File: src/rtl/gfx256_pkg.sv
// Shared types and constants for the gfx256 read-side Wishbone master.
package gfx256_pkg;

    localparam int LINE_W   = 256;  // returned line width in bits
    localparam int OFF_BITS = 5;    // byte offset bits within one 32-byte line
    localparam int TO_W     = 10;   // width of the bus timeout counter

    typedef enum logic [1:0] {
        IDLE = 2'd0,
        BUS  = 2'd1,
        DONE = 2'd2
    } state_t;

    // Line-aligned byte address (offset bits forced to zero).
    function automatic logic [31:0] line_base(input logic [31:0] addr);
        return {addr[31:OFF_BITS], {OFF_BITS{1'b0}}};
    endfunction

endpackage

File: src/rtl/gfx256_rr_arbiter.sv
// Combinational round-robin pick: the search starts at last_grant+1 and wraps.
module gfx256_rr_arbiter #(
    parameter int N  = 3,
    parameter int IW = (N > 1) ? $clog2(N) : 1
) (
    input  logic [N-1:0]  req,
    input  logic [IW-1:0] last_grant,
    output logic [N-1:0]  grant,
    output logic [IW-1:0] grant_idx,
    output logic          any
);

    // First requester after last_grant wins; later hits are ignored.
    always_comb begin
        int unsigned   cand;
        logic [IW-1:0] c;
        grant     = '0;
        grant_idx = '0;
        any       = 1'b0;
        cand      = 0;
        c         = '0;
        for (int k = 1; k <= N; k++) begin
            cand = (int'(last_grant) + k) % N;
            c    = IW'(cand);
            if (!any && req[c]) begin
                any       = 1'b1;
                grant[c]  = 1'b1;
                grant_idx = c;
            end
        end
    end

endmodule

File: src/rtl/gfx256_wbm_reader.sv
// Round-robin 256-bit line reader acting as a classic Wishbone read master.
// Optional one-line read cache enabled by defining GFX256_RDCACHE_EN.
module gfx256_wbm_reader
    import gfx256_pkg::*;
#(
    parameter int NCLIENT = 3,
    parameter int TIMEOUT = 1023
) (
    input  logic                  clk_i,
    input  logic                  rst_i,
    input  logic [NCLIENT-1:0]    req_i,
    input  logic [NCLIENT*32-1:0] addr_i,
    input  logic [NCLIENT*32-1:0] sel_i,
    output logic [NCLIENT-1:0]    ack_o,
    output logic [LINE_W-1:0]     data_o,
    output logic                  busy_o,
    output logic                  err_o,
    output logic                  m_cyc_o,
    output logic                  m_stb_o,
    output logic                  m_we_o,
    output logic [31:0]           m_adr_o,
    output logic [31:0]           m_sel_o,
    input  logic [LINE_W-1:0]     m_dat_i,
    input  logic                  m_ack_i,
    input  logic                  m_err_i,
    input  logic                  inval_i
);

    localparam int IW = (NCLIENT > 1) ? $clog2(NCLIENT) : 1;

    logic [31:0] addr_arr [NCLIENT];
    logic [31:0] sel_arr  [NCLIENT];

    // Split the flat per-client buses into indexable arrays.
    for (genvar gi = 0; gi < NCLIENT; gi++) begin : g_split
        assign addr_arr[gi] = addr_i[32*gi +: 32];
        assign sel_arr[gi]  = sel_i[32*gi +: 32];
    end

    state_t              state_reg, state_next;
    logic [IW-1:0]       last_grant_reg, last_grant_next;
    logic [IW-1:0]       grant_reg, grant_next;
    logic [31:0]         adr_reg, adr_next;
    logic [31:0]         sel_reg, sel_next;
    logic [LINE_W-1:0]   data_reg, data_next;
    logic [NCLIENT-1:0]  ack_reg, ack_next;
    logic                err_reg, err_next;
    logic [TO_W-1:0]     cnt_reg, cnt_next;
    logic                timeout_hit;

    logic [NCLIENT-1:0]  arb_grant;
    logic [IW-1:0]       arb_idx;
    logic                arb_any;

    gfx256_rr_arbiter #(
        .N  (NCLIENT),
        .IW (IW)
    ) u_arb (
        .req        (req_i),
        .last_grant (last_grant_reg),
        .grant      (arb_grant),
        .grant_idx  (arb_idx),
        .any        (arb_any)
    );

`ifdef GFX256_RDCACHE_EN
    logic                cache_valid_reg, cache_valid_next;
    logic [31:OFF_BITS]  cache_tag_reg, cache_tag_next;
    logic [LINE_W-1:0]   cache_line_reg, cache_line_next;
    logic                cache_hit;

    // Hit when the tag of the address being granted matches the held line.
    assign cache_hit = cache_valid_reg &&
                       (cache_tag_reg == addr_arr[arb_idx][31:OFF_BITS]);

    logic unused_sink;
    assign unused_sink = ^adr_reg[OFF_BITS-1:0];
`else
    logic unused_sink;
    assign unused_sink = ^{adr_reg[OFF_BITS-1:0], inval_i};
`endif

    assign timeout_hit = (cnt_reg == TO_W'(TIMEOUT - 1));

    // Next-state and datapath updates for the IDLE/BUS/DONE controller.
    always_comb begin
        state_next      = state_reg;
        last_grant_next = last_grant_reg;
        grant_next      = grant_reg;
        adr_next        = adr_reg;
        sel_next        = sel_reg;
        data_next       = data_reg;
        ack_next        = '0;
        err_next        = err_reg;
        cnt_next        = cnt_reg;
`ifdef GFX256_RDCACHE_EN
        cache_valid_next = cache_valid_reg;
        cache_tag_next   = cache_tag_reg;
        cache_line_next  = cache_line_reg;
`endif
        case (state_reg)
            IDLE: begin
                if (arb_any) begin
                    last_grant_next = arb_idx;
                    grant_next      = arb_idx;
                    adr_next        = addr_arr[arb_idx];
                    sel_next        = sel_arr[arb_idx];
                    cnt_next        = '0;
`ifdef GFX256_RDCACHE_EN
                    if (cache_hit) begin
                        data_next  = cache_line_reg;
                        ack_next   = arb_grant;
                        state_next = DONE;
                    end else begin
                        state_next = BUS;
                    end
`else
                    state_next = BUS;
`endif
                end
            end
            BUS: begin
                // Error and timeout outrank a simultaneous ack.
                if (m_err_i || timeout_hit) begin
                    data_next            = '0;
                    ack_next[grant_reg]  = 1'b1;
                    err_next             = 1'b1;
                    state_next           = DONE;
`ifdef GFX256_RDCACHE_EN
                    cache_valid_next     = 1'b0;
`endif
                end else if (m_ack_i) begin
                    data_next            = m_dat_i;
                    ack_next[grant_reg]  = 1'b1;
                    state_next           = DONE;
`ifdef GFX256_RDCACHE_EN
                    cache_valid_next     = 1'b1;
                    cache_tag_next       = adr_reg[31:OFF_BITS];
                    cache_line_next      = m_dat_i;
`endif
                end else begin
                    cnt_next = cnt_reg + 1'b1;
                end
            end
            DONE: begin
                // One dead cycle lets the acked client drop its request.
                state_next = IDLE;
                cnt_next   = '0;
            end
            default: state_next = IDLE;
        endcase
`ifdef GFX256_RDCACHE_EN
        if (inval_i) begin
            cache_valid_next = 1'b0;
        end
`endif
    end

    // State and datapath registers with synchronous active-low reset.
    always_ff @(posedge clk_i) begin
        if (!rst_i) begin
            state_reg      <= IDLE;
            last_grant_reg <= IW'(NCLIENT - 1);
            grant_reg      <= '0;
            adr_reg        <= '0;
            sel_reg        <= '0;
            data_reg       <= '0;
            ack_reg        <= '0;
            err_reg        <= 1'b0;
            cnt_reg        <= '0;
`ifdef GFX256_RDCACHE_EN
            cache_valid_reg <= 1'b0;
            cache_tag_reg   <= '0;
            cache_line_reg  <= '0;
`endif
        end else begin
            state_reg      <= state_next;
            last_grant_reg <= last_grant_next;
            grant_reg      <= grant_next;
            adr_reg        <= adr_next;
            sel_reg        <= sel_next;
            data_reg       <= data_next;
            ack_reg        <= ack_next;
            err_reg        <= err_next;
            cnt_reg        <= cnt_next;
`ifdef GFX256_RDCACHE_EN
            cache_valid_reg <= cache_valid_next;
            cache_tag_reg   <= cache_tag_next;
            cache_line_reg  <= cache_line_next;
`endif
        end
    end

    assign ack_o   = ack_reg;
    assign data_o  = data_reg;
    assign busy_o  = (state_reg != IDLE);
    assign err_o   = err_reg;
    assign m_cyc_o = (state_reg == BUS);
    assign m_stb_o = (state_reg == BUS);
    assign m_we_o  = 1'b0;
    assign m_adr_o = line_base(adr_reg);
    assign m_sel_o = sel_reg;

endmodule

File: config.mk
export PLATFORM = sky130hd
export DESIGN_NAME = gfx256_wbm_reader
export DESIGN_NICKNAME = d
export VERILOG_FILES = /design/src/rtl/gfx256_pkg.sv /design/src/rtl/gfx256_rr_arbiter.sv /design/src/rtl/gfx256_wbm_reader.sv
export SDC_FILE = /design/constraint.sdc
export NUM_CORES = 1
export LEC_CHECK = 0
export ABC_CLOCK_PERIOD_IN_PS = 3800
export BUFFER_PORTS_ARGS = -buffer_cell sky130_fd_sc_hd__buf_4
export CAP_MARGIN = 5
export CORE_AREA = 5 5 306 308
export DETAILED_ROUTE_END_ITERATION = 10
export DIE_AREA = 0 0 311 313
export PLACE_DENSITY = 0.3
export SETUP_SLACK_MARGIN = 0.02
export SLEW_MARGIN = 20
export SYNTH_ARGS = -nofsm -noshare
export SYNTH_HDL_FRONTEND = slang
export SYNTH_SLANG_ARGS = --single-unit
File: constraint.sdc
create_clock -name clk_i -period 3.8 [get_ports clk_i]
set_clock_uncertainty 0.1 [all_clocks]
set_input_delay 0.38 -clock clk_i [delete_from_list [all_inputs] [get_ports clk_i]]
set_output_delay 0.38 -clock clk_i [all_outputs]
set_load 0.05 [all_outputs]
; Word level (Yosys, flattened, before mapping)
; Index checks and enable logic that the tools add are counted.
[word_totals]
regBits = 340
inputBits = 456
out_inout_bits = 328
word_cells = 78
[op_classes]
addsub = 4
n_div = 3
order_cmp = 6
eq_ne = 7
n_mux = 32
bitwise_logic = 1
n_reduce_logical = 16
[op_table]
columns = cell, n
row1 = 256-bit two-way mux, 2
row2 = 32-bit binary-select mux with 2-bit select, 2
row3 = 32-bit two-way mux, 4
row4 = 32-bit by 3-bit modulo with 32-bit output (second input constant), 3
row5 = 10-bit two-way mux, 3
row6 = 10-bit one-hot mux with 3 select lines, 1
row7 = 2-bit by 3-bit less-than comparator with 1-bit output (second input constant), 4
row8 = 2-bit two-way mux, 6
row9 = 10-bit by 1-bit adder with 10-bit output (second input constant), 1
row10 = 10-bit == test (second input constant), 1
row11 = 2-bit AND reduction, 5
row12 = 1-bit two-way mux, 7
row13 = 2-bit by 2-bit adder with 3-bit output (second input constant), 2
row14 = 1-bit binary-select mux with 2-bit select, 3
row15 = 3-bit two-way mux, 2
row16 = 2-bit != test (second input constant), 3
row17 = 2-bit one-hot mux with 2 select lines, 1
row18 = 4-bit AND reduction, 1
row19 = 2-bit nonzero test, 2
row20 = 2-bit by 1-bit adder with 3-bit output (second input constant), 1
row21 = 3-bit greater-or-equal comparator (second input constant), 1
row22 = 1-bit logical AND, 3
row23 = 3-bit by 1-bit != test with 1-bit output (second input constant), 1
row24 = 2-bit inverter with 3-bit output, 1
row25 = 8 further kinds, 9

; Longest topological paths before layout
[logic_depth]
ltp_word = 15
ltp_mapped = 13
ltp_nobuf = 8

; By module
; From an unflattened synthesis, not the netlist that was laid out.
[hier_totals]
cells_unflattened = 1129
hier_area_um2 = 12269.3
[by_module_without_submodules]
columns = module, n_inst, cells_per_inst, area_each_um2, seq_area_each_um2
row1 = gfx256_wbm_reader, 1, 1088, 11971.5, 6686.4
row2 = gfx256_rr_arbiter, 1, 41, 297.8, 0.0

; Worst setup path after synthesis
; No wires, ideal clock.
[synth_timing]
path_kind = register -> register
startpoint = register last_grant_reg[0]
endpoint = register adr_reg[18]
setup_time_ns = 0.126
arrival_ns = 2.128
t_required_ns = 3.574
path_slack_ns = 1.447
stages_incl_launch_ff = 12
path_buffers = 3
period_less_slack_ns = 2.353
path_cell_list = dfxtp_1 inv_1 ha_1 buf_6 mux2i_4 o22ai_2 a21oi_1 o21ai_2 buf_6 buf_4 mux2i_1 o221ai_2
[synth_between]
elab_chain_len = 15
elab_cells_between_ends = 27
classes_between = add/sub: 3 / div: 3 / mux: 15 / bitwise: 1 / reduce/logical: 5
[synth_lines]
columns = element, line
row1 = "start, declared", gfx256_wbm_reader.sv:41  ; logic [IW-1:0] last_grant_reg, last_grant_next;
row2 = "start signal, assigned", gfx256_wbm_reader.sv:163  ; last_grant_reg <= IW'(NCLIENT - 1);
row3 = "start signal, assigned", gfx256_wbm_reader.sv:178  ; last_grant_reg <= last_grant_next;
row4 = 2-bit by 1-bit adder with 3-bit output, gfx256_rr_arbiter.sv:23  ; cand = (int'(last_grant) + k) % N;
row5 = 32-bit by 3-bit modulo with 32-bit output, gfx256_rr_arbiter.sv:23
row6 = 1-bit binary-select mux with 2-bit select, gfx256_rr_arbiter.sv:25  ; if (!any && req[c]) begin
row7 = 1-bit two-way mux (implied by the code), gfx256_rr_arbiter.sv:25
row8 = 1-bit two-way mux, gfx256_rr_arbiter.sv:25
row9 = 1-bit logical NOT, gfx256_rr_arbiter.sv:25
row10 = 1-bit logical AND, gfx256_rr_arbiter.sv:25
row11 = 1-bit two-way mux, gfx256_rr_arbiter.sv:25
row12 = 1-bit logical NOT, gfx256_rr_arbiter.sv:25
row13 = 1-bit logical AND, gfx256_rr_arbiter.sv:25
row14 = 2-bit two-way mux, gfx256_rr_arbiter.sv:25
row15 = 2-bit inverter with 3-bit output (implied by the code), gfx256_wbm_reader.sv:106  ; adr_next = addr_arr[arb_idx];
row16 = 32-bit binary-select mux with 2-bit select, gfx256_wbm_reader.sv:106
row17 = 32-bit two-way mux (implied by the code) (2 in series), gfx256_wbm_reader.sv:106
row18 = "end signal, assigned", gfx256_wbm_reader.sv:180  ; adr_reg <= adr_next;
row19 = "end, declared", gfx256_wbm_reader.sv:43  ; logic [31:0] adr_reg, adr_next;
; Several ways; a longest one is shown, not always the timed one. The select of a mux whose other input is x is not followed.
; A chain may end at the register's enable or synchronous reset.

; Worst setup path after layout
[layout_timing]
startpoint = register last_grant_reg[1]
endpoint = register adr_reg[28]
; Same word-level chain as after synthesis.

==> results by group <==
Run status
  • Status: finished clean

STA
  • Final TNS setup: 0 ns
  • RSZ-0062 raised after global routing: true
  • Worst Tran Pin Value: 0.952 ns
  • Headroom to the max-slew limit: 36.6%
  • FMAX: 282 MHz
  • Final Hold Vio Count: 0
  • Hold WS: 0.0444 ns
  • PnR worst setup slack: 0.255 ns
  • Clock period minus worst slack: 3.54 ns
  • Fraction of the cycle the final worst path needs: 93.3%
  • Endpoints failing setup: 0
  • Slew Viols, Final: 0

Clock tree
  • Clock buffer depth: 3
  • CTS sink cnt: 334
  • Reg clk slew, reported paths: 0.05 ns
  • CTS tree: yes
  • Clock Latency Late Sink: 0.57 ns
  • H-tree levels: 2
  • Total CTS buffers: 45
  • CTS Root Cell: clkbuf_16

Drt
  • Antenna-violating nets left: 0
  • Drt first pass iters: 4
  • DR WL/cell: 17.5 um
  • First DRT Iteration DRCs: 474
  • WL final: 59800 um
  • Vias after detailed routing: 12700
  • Remaining DRCs: 0
  • Vias per cell: 3.71

Global route
  • First-pass GRT wire length: 88900 um
  • Number of global-route vias before repair: 14000
  • Antenna violations before repair: 2
  • Total grt overflow: 0
  • Overall routing resource usage: 11.6%
  • Largest net degree at the start of global routing: 158

Layout
  • Final net count: 2649
  • Area Growth Syn to Fin: 107%
  • Final std cells w/o fill: 3410
  • Utilization after layout: 26.9%
  • Layout cell share with drive strength beyond 1: 39.7%
  • Cell area after layout: 24500 um2
  • Max reg flops: 256

Setup path
  • Worst-path fanout max: 39
  • Arrival time at the worst endpoint: 3.90 ns
  • WS Path Type: reg2reg
  • Setup crit start kind: flop
  • Worst endpoint required time: 4.15 ns
  • Setup crit end kind: flop

Pwr
  • Comb pwr share: 41.9%
  • Static Leakage: 11.1 nW
  • Clock power share: 29.5%
  • Internal power: 9.11 mW
  • Switching portion of total power: 37.4%
  • Peak VDD IR: 310 uV
  • Pwr Total: 14.6 mW
  • Pwr dens: 595 nW/um2
  • Sw power: 5.45 mW
  • Sequential power share: 28.6%

Yosys
  • Asr flop ratio synth: 0%
  • Cells after synthesis: 1034
  • Synth Flop Type: dfxtp_1
  • Post-synth EDFFs: 0
  • Unique masters post-synth: 47
  • Synth Area per Inst: 11.4 um2
  • Synth Cell Area: 11800 um2
  • Ys Warns: 0
  • Yosys reg bits: 334
  • Sequential element share of the synthesized area: 56.7%

Place
  • Post-DP Area: 18900 um2
  • Number of I/O port buffers: 761
  • GP Congestion: 0.757
  • DP HPWL: 43400 um
  • Place WS: 0.658 ns
  • Dpl cells: 2916

Min path
  • Path type of the worst min-delay path: in2reg

Die
  • Die W: 311 um
  • Row count: 111
  • Core Region: 90800 um2
  • Die height: 313 um
  • Die area: 97300 um2
  • I/O Pins: 784
  • Initial Util: 13.0%

Job
  • Max-capacitance violation count: 0
[worst max-delay path, stage by stage (launching register included)]
cell and delay (ns):
dfxtp_1 0.35, inv_1 0.08, ha_1 0.43, nand3b_1 0.20, o21ai_1 0.26, a211oi_2 0.17, a211oi_4 0.30, nand3b_4 0.46
buf_12 0.27, o221ai_1 0.16, dlygate4sd3_1 0.58
[placed cells by master, fill, tap and decap left out, types with 3 or more instances in the layout]
cell / synthesis / routed
a21oi_1: 4 / 4
a22o_1: 256 / 256
a31oi_1: 4 / 4
and3_1: 4 / 4
buf_12: 0 / 12
buf_4: 11 / 777
bufinv_16: 0 / 3
clkbuf_1: 22 / 10
clkbuf_16: 0 / 45
clkbuf_8: 0 / 8
clkinv_2: 0 / 12
conb_1: 1 / 6
dfxtp_1: 334 / 334
dlygate4sd3_1: 0 / 404
ha_1: 6 / 6
inv_1: 67 / 67
mux2i_1: 62 / 62
nand2_1: 71 / 71
nand3_1: 6 / 6
nor2_1: 15 / 14
nor2b_1: 5 / 4
nor3_1: 3 / 3
o21ai_0: 6 / 6
o221ai_1: 49 / 49
o221ai_2: 10 / 10
o31ai_1: 3 / 3
xnor2_1: 5 / 5
xor2_1: 3 / 3
[cells by family after synthesis]
logic type                 Yosys count  synth area share (%)
AOI/OAI and AO/OA                  347                  25.9
xor gates and xnor gates             8                 0.594
adders and majority gates            6                 0.636
buffers and inverters              159                  6.23
DFF                                334                  56.7
muxes                               63                  5.45
other                                1                0.0318
and+or+nand+nor                    116                  4.47
[timing repair]
item,CTS,global route
hold buffers,404,0
setup buffers,0,6
hold endpoints to repair,317,0
resized for setup,0,1
setup endpoints to repair,0,37
[cells in the mapped netlist (all sizes together) (2+ instances only)]
cell,instances,share of area [%]
nor3,4,0.21
buf,70,3.4
clkbuf,22,0.70
a21oi,4,0.17
o221ai,59,4.9
nand2b,2,0.11
nor3b,2,0.13
a31oi,4,0.21
mux2i,63,5.4
o21ai,9,0.41
xor2,3,0.22
xnor2,5,0.37
nand2,71,2.3
nand3,7,0.34
a211oi,2,0.28
nor2,15,0.48
o21a,2,0.13
nor2b,5,0.27
o211ai,2,0.13
nand3b,3,0.30
a22o,256,19
o31ai,3,0.19
and3,4,0.21
inv,67,2.1
dfxtp,334,57
ha,6,0.64
[cell type report]
type	count	area, um2
clock inverters	19	226
multi-input cells	546	4430
clock buffers	63	1270
inverters	67	251
fillers	9637	66400
repair buffers	1193	10100
diodes	2	5.00
well taps	1186	1480
flip-flops and latches	334	6690
[final timing paths]
check	slack [ns]	endpoint	startpoint	depth (start not counted)
max	0.26	adr_reg[28]	last_grant_reg[1]	10
min reg2reg	0.36	m_sel_o[11]	m_sel_o[11]	2
min	0.04	m_sel_o[7]	sel_i[39]	3
max reg2reg	0.26	adr_reg[28]	last_grant_reg[1]	10
[power by group through the flow]
stage / Clock [mW] / Sequential, mW / Combinational, mW
3_3_place_gp: 0 / 4.23 / 5.25
4_1_cts: 4.53 / 4.17 / 6.04
2_1_floorplan: 0 / 5.55 / 2.09
6_report: 4.30 / 4.17 / 6.10
5_1_grt: 4.68 / 4.22 / 6.49
3_5_place_dp: 0 / 4.23 / 5.28
[routing by layer]
| layer | track usage (%) | share of wire [%] |
|---|---|---|
| met1 | 12.6 | 37 |
| met2 | 21.3 | 52 |
| met3 | 3.92 | 7.6 |
| met4 | 3.72 | 3.1 |
| met5 | 0 | 0.022 |
Note: power is estimated with default switching activity, not from simulation.
